**config.mk**
```make
export PLATFORM = sky130hd
export DESIGN_NAME = ss_display_arbiter
export DESIGN_NICKNAME = d
export VERILOG_FILES = /design/src/rtl/ss_arb_pkg.sv /design/src/rtl/ss_blank_gen.sv /design/src/rtl/ss_display_arbiter.sv
export SDC_FILE = /design/constraint.sdc
export NUM_CORES = 1
export LEC_CHECK = 0
export CAP_MARGIN = 25
export CELL_PAD_IN_SITES_DETAIL_PLACEMENT = 1
export CELL_PAD_IN_SITES_GLOBAL_PLACEMENT = 2
export CORE_ASPECT_RATIO = 0.7
export CORE_UTILIZATION = 25
export DETAILED_ROUTE_END_ITERATION = 8
export PLACE_DENSITY = 0.76
export SYNTH_ARGS = -nofsm -noshare
export SYNTH_HDL_FRONTEND = slang
export SYNTH_HIERARCHICAL = 1
export SYNTH_SLANG_ARGS = --single-unit
```
**constraint.sdc**
```tcl
create_clock -name clk -period 3.85 [get_ports clk]
set_clock_uncertainty 0.15 [all_clocks]
set_input_delay 0.77 -clock clk [delete_from_list [all_inputs] [get_ports clk]]
set_output_delay 0.77 -clock clk [all_outputs]
set_load 0.01 [all_outputs]
```
**src/rtl/ss_arb_pkg.sv**
```systemverilog
// ---------------------------------------------------------------------------
// ss_arb_pkg
// Shared definitions for the seven-segment display arbiter.
//   arb_state_e  : arbiter FSM states; the encoding matches the grant vector
//                  presented by the owner (IDLE = 00, OWN0 = 01, OWN1 = 10).
//   NUM_REQ      : number of display requesters.
//   state_grant  : maps a state onto its one-hot-or-zero grant vector.
// ---------------------------------------------------------------------------
package ss_arb_pkg;

    localparam int NUM_REQ = 2;

    typedef enum logic [1:0] {
        ST_IDLE = 2'b00,
        ST_OWN0 = 2'b01,
        ST_OWN1 = 2'b10
    } arb_state_e;

    function automatic logic [NUM_REQ-1:0] state_grant(input arb_state_e s);
        logic [NUM_REQ-1:0] g;
        g    = '0;
        g[0] = (s == ST_OWN0);
        g[1] = (s == ST_OWN1);
        return g;
    endfunction

endpackage

```
**src/rtl/ss_blank_gen.sv**
```systemverilog
// ---------------------------------------------------------------------------
// ss_blank_gen
// Combinational leading-zero blanking for a four-digit display word.
// A digit is dark when it and every more-significant digit are zero.
// Digit 0 always stays lit so a value of zero still shows a single "0".
//   digits_i [15:0] : four 4-bit digits, digit 0 in [3:0]
//   blank_o  [3:0]  : per-digit blank, 1 = digit dark
// ---------------------------------------------------------------------------
module ss_blank_gen (
    input  logic [15:0] digits_i,
    output logic [3:0]  blank_o
);

    logic zero3;
    logic zero2;
    logic zero1;

    assign zero3 = (digits_i[15:12] == 4'h0);
    assign zero2 = (digits_i[11:8]  == 4'h0);
    assign zero1 = (digits_i[7:4]   == 4'h0);

    assign blank_o = {zero3,
                      zero3 & zero2,
                      zero3 & zero2 & zero1,
                      1'b0};

endmodule

```
**src/rtl/ss_display_arbiter.sv**
```systemverilog
// ---------------------------------------------------------------------------
// ss_display_arbiter
// Shares one seven-segment display between two requesters. An owner keeps
// the display for at least HOLD_CYCLES clocks; when its tenure expires the
// display rotates to the other requester if that one is asking, otherwise
// the owner simply starts a fresh tenure. Ties from IDLE go to whichever
// requester was not served last. All outputs are registered and change in
// the same cycle as grant.
//
// Parameters
//   HOLD_CYCLES   : minimum tenure in clk cycles before rotation
//   BLANK_LEADING : 1 = dark leading-zero digits of the granted data
// Ports
//   clk        : system clock, rising edge
//   btnc       : synchronous active-high reset
//   req[1:0]   : per-requester display request
//   data0/1    : four digits per requester, digit 0 in [3:0]
//   dp0/1      : per-requester decimal-point pattern
//   grant      : one-hot-or-zero current owner
//   disp_data  : digits to the seven-segment controller
//   disp_blank : per-digit blank, 1 = dark
//   disp_dp    : decimal points to the seven-segment controller
// ---------------------------------------------------------------------------
module ss_display_arbiter
    import ss_arb_pkg::*;
#(
    parameter int HOLD_CYCLES   = 100_000_000,
    parameter bit BLANK_LEADING = 1'b1
) (
    input  logic               clk,
    input  logic               btnc,
    input  logic [NUM_REQ-1:0] req,
    input  logic [15:0]        data0,
    input  logic [15:0]        data1,
    input  logic [3:0]         dp0,
    input  logic [3:0]         dp1,
    output logic [NUM_REQ-1:0] grant,
    output logic [15:0]        disp_data,
    output logic [3:0]         disp_blank,
    output logic [3:0]         disp_dp
);

    // A one-cycle tenure still needs a 1-bit counter to stay well formed.
    localparam int              CNT_W     = (HOLD_CYCLES > 1) ? $clog2(HOLD_CYCLES) : 1;
    localparam logic [CNT_W-1:0] HOLD_LAST = CNT_W'(HOLD_CYCLES - 1);

    arb_state_e         state_q, state_d;
    logic [CNT_W-1:0]   cnt_q,   cnt_d;
    logic               last_q,  last_d;   // index of the requester served last

    logic [NUM_REQ-1:0] grant_q;
    logic [15:0]        data_q;
    logic [3:0]         blank_q;
    logic [3:0]         dp_q;

    logic [15:0]        sel_data;
    logic [3:0]         sel_dp;
    logic [3:0]         sel_blank;
    logic [3:0]         lz_blank;

    // Next-state decision
    always_comb begin
        state_d = state_q;
        cnt_d   = cnt_q;
        last_d  = last_q;
        unique case (state_q)
            ST_IDLE: begin
                cnt_d = '0;
                if (req[0] && req[1]) begin
                    state_d = last_q ? ST_OWN0 : ST_OWN1;
                end else if (req[0]) begin
                    state_d = ST_OWN0;
                end else if (req[1]) begin
                    state_d = ST_OWN1;
                end
            end
            ST_OWN0: begin
                if (!req[0]) begin
                    // Release: hand straight over with no idle gap if possible.
                    last_d  = 1'b0;
                    cnt_d   = '0;
                    state_d = req[1] ? ST_OWN1 : ST_IDLE;
                end else if (cnt_q == HOLD_LAST) begin
                    // Tenure expired: rotate only if the other side is waiting.
                    cnt_d = '0;
                    if (req[1]) begin
                        last_d  = 1'b0;
                        state_d = ST_OWN1;
                    end
                end else begin
                    cnt_d = cnt_q + CNT_W'(1);
                end
            end
            ST_OWN1: begin
                if (!req[1]) begin
                    last_d  = 1'b1;
                    cnt_d   = '0;
                    state_d = req[0] ? ST_OWN0 : ST_IDLE;
                end else if (cnt_q == HOLD_LAST) begin
                    cnt_d = '0;
                    if (req[0]) begin
                        last_d  = 1'b1;
                        state_d = ST_OWN0;
                    end
                end else begin
                    cnt_d = cnt_q + CNT_W'(1);
                end
            end
            default: begin
                state_d = ST_IDLE;
                cnt_d   = '0;
            end
        endcase
    end

    // Output source follows the next owner so data and grant move together.
    always_comb begin
        sel_data  = 16'h0000;
        sel_dp    = 4'b0000;
        sel_blank = 4'b1111;
        unique case (state_d)
            ST_OWN0: begin
                sel_data  = data0;
                sel_dp    = dp0;
                sel_blank = BLANK_LEADING ? lz_blank : 4'b0000;
            end
            ST_OWN1: begin
                sel_data  = data1;
                sel_dp    = dp1;
                sel_blank = BLANK_LEADING ? lz_blank : 4'b0000;
            end
            default: ;
        endcase
    end

    ss_blank_gen u_blank_gen (
        .digits_i (sel_data),
        .blank_o  (lz_blank)
    );

    // State and registered outputs
    always_ff @(posedge clk) begin
        if (btnc) begin
            state_q <= ST_IDLE;
            cnt_q   <= '0;
            last_q  <= 1'b1;
            grant_q <= '0;
            data_q  <= 16'h0000;
            blank_q <= 4'b1111;
            dp_q    <= 4'b0000;
        end else begin
            state_q <= state_d;
            cnt_q   <= cnt_d;
            last_q  <= last_d;
            grant_q <= state_grant(state_d);
            data_q  <= sel_data;
            blank_q <= sel_blank;
            dp_q    <= sel_dp;
        end
    end

    assign grant      = grant_q;
    assign disp_data  = data_q;
    assign disp_blank = blank_q;
    assign disp_dp    = dp_q;

endmodule
```
==> results.md <==
* # DRC at 0
* Leakage power at between 1 and 1.5 nW
* Io pins at 70
* Row count at 31
* Hold_sp: cnt_q[0]
* Synthesized instance count at around 300
* RePlAce Congestion at just over 0.8
* N_diodes at 0
* Synth warnings at 6
* Crit end category: flip-flop
* Initial Utilization at 0.256
* CP Max Fanout at 16
* Root Buffer: clkbuf_16
* Initial antenna violation count at 0
* Die height at about 88 um
* Worst endpoint data arrival time at approximately 3.8 ns
* Syn Nets at roughly 360
* H-tree Lvls at 2
* Via density at 4.83
* Hold EP: cnt_q[0]
* R2r endpoint: disp_blank[1]
* TritonCTS Buffers at 5
* Tcrit/Tclk final at 0.954
* Vias in the first global route at 2345
* Fillers at approximately 1200
* Slew at the pin with the worst max-slew slack at roughly 0.63 ns
* Final ANT Viol Nets at 0
* Total grt overflow at 0
* Reg2reg setup slack at 0.35 ns
* TritonCTS clock tree: yes
* Slew margin rel. at 0.579
* # port buffers at 69
* CP startpoint: req[0]
* GRT Total Usage at 0.145
* Clock latency on the worst-skew pair at ~0.3 ns
* Final-report setup violation count at 0
* Pre-antenna DRT Iters at 4
* Vias at 2504
* CORE AREA at roughly 0.010 mm^2
* Deepest clock path buffer count at 2
* Largest net degree at the start of global routing at 21
* Final setup TNS at 0 ns
* Die width at ~120 um
* Fin nets at 438
* Worst path required time at slightly below 4 ns
* Final WL at approximately 8000 um
* Mean Syn Cell Area at between 8 and 9 um^2
* CTS Hold Bufs at 0
* Fraction of layout cells with a size suffix above 1 at 0.145
* Tmin final at roughly 3.7 ns
* Peak Freq at 272 MHz
* Max Cap Viol at 0
* Pwr/cell area at a little over 400 mW/mm^2
* First-pass GRT wire length at 12400 um
* Startpoint types: input port
* P&R area growth vs syn at 43.8%
* VDD IR max at 208 uV
* Hold Crit Class: reg2reg
* FF-to-FF path depth at 15
* Worst-path clk slew at about 0.070 ns
* Dpl hpwl at about 6100 um
* Hold path depth at 1
* Die Area at around 0.011 mm^2
* Slew Limit Fails at 0
* WL/cell at approximately 15 um
* RR Startpoint: state_q[0]
* DRT iter0 DRCs at between 90 and 100
* Synthesized cell area at approximately 0.0026 mm^2
* Status: complete, no violations
* Layout Utilization at 0.369
* Final Hold Vio Count at 0
* # clock sinks at 56
* CP Class: in2reg
==> per-layer routing <==
| metal | vias to the layer above | track usage | part of all wire |
|---|---|---|---|
| met2 | 38 | 0.200 | 0.42 |
| met4 | 0 | 0.0377 | 0.0085 |
| met5 | - | 0 | 0 |
| li1 | 1269 | - | - |
| met3 | 8 | 0.0336 | 0.033 |
| met1 | 1189 | 0.220 | 0.54 |
==> registers in the layout (all words and copies together) (netlist names) <==
register,flops
disp_dp,4
disp_data,16
cnt_q,27
disp_blank,4
grant,2
state_q,2
last_q,1
==> what timing repair did <==
action	in CTS	in global routing
buffers inserted	0	1
gates resized for setup	0	14
setup endpoints to repair	0	3
==> layout make-up <==
cell class                      count  area [um^2]  area share
Sequential cell                    56         1120       0.295
Timing Repair Buffer               92          888       0.234
Inverter                            8         30.0     0.00790
Multi-Input combinational cell    223         1460       0.384
Clock inverter                      2         12.5     0.00329
Clock buffer                        5          125      0.0329
Tap cell                          132          165      0.0434
==> cells in the final DEF (no fill, tap or decap), types with 3 or more instances in the layout <==
cell / count
dfxtp_1: 56
nor4_1: 5
nor2b_1: 3
clkbuf_16: 5
inv_1: 8
a21oi_1: 15
nand4_1: 5
and4_1: 6
a22oi_2: 7
o21ai_0: 6
ha_1: 6
or4_1: 10
or4_4: 4
o31ai_1: 9
or3_1: 7
clkdlybuf4s50_1: 69
xor2_1: 5
a22oi_1: 14
nand3_1: 11
nand2_1: 16
buf_4: 21
nor2_1: 54
xnor2_1: 7
==> how the worst max path moves through the flow <==
stage / to / slack [ns] / depth (start not counted)
finish: disp_blank[1] / 0.18 / 13
global route: disp_blank[1] / -0.01 / 13
CTS: disp_blank[1] / 0.08 / 13
detailed placement: disp_blank[1] / -0.22 / 13
global placement: disp_blank[1] / -0.20 / 12
floorplan: disp_blank[1] / 0.17 / 12
==> critical path, stage by stage <==
cell and delay (ns):
clkdlybuf4s50_1 0.50, a22oi_1 0.10, buf_4 0.17, o221ai_1 0.22, a21oi_1 0.11, a2111o_1 0.37
ha_1 0.22, buf_12 0.16, a22oi_1 0.23, nor2_1 0.07, or4_4 0.56, nor3_2 0.17
or3_1 0.12
==> stage by stage <==
| step | setup slack (ns) | hold slack, ns | std cells | power (mW) | instance area (um^2) |
|---|---|---|---|---|---|
| global route | -0.0117 | 0.370 | 518 | 1.66 | 3800 |
| finish | 0.176 | 0.344 | 518 | 1.57 | 3800 |
| global placement | -0.205 | 0.313 | 510 | 1.09 | 3590 |
| floorplan | 0.167 | 0.287 | 304 | 0.861 | 2650 |
| detailed placement | -0.220 | 0.332 | 510 | 1.10 | 3590 |
| CTS | 0.0784 | 0.345 | 517 | 1.55 | 3730 |
==> power breakdown <==
part	total, mW	switching [mW]	internal [mW]
Sequential	0.630	0.0138	0.616
Combinational	0.487	0.228	0.259
Clock	0.449	0.212	0.237
(Power assumes the default switching activity.)
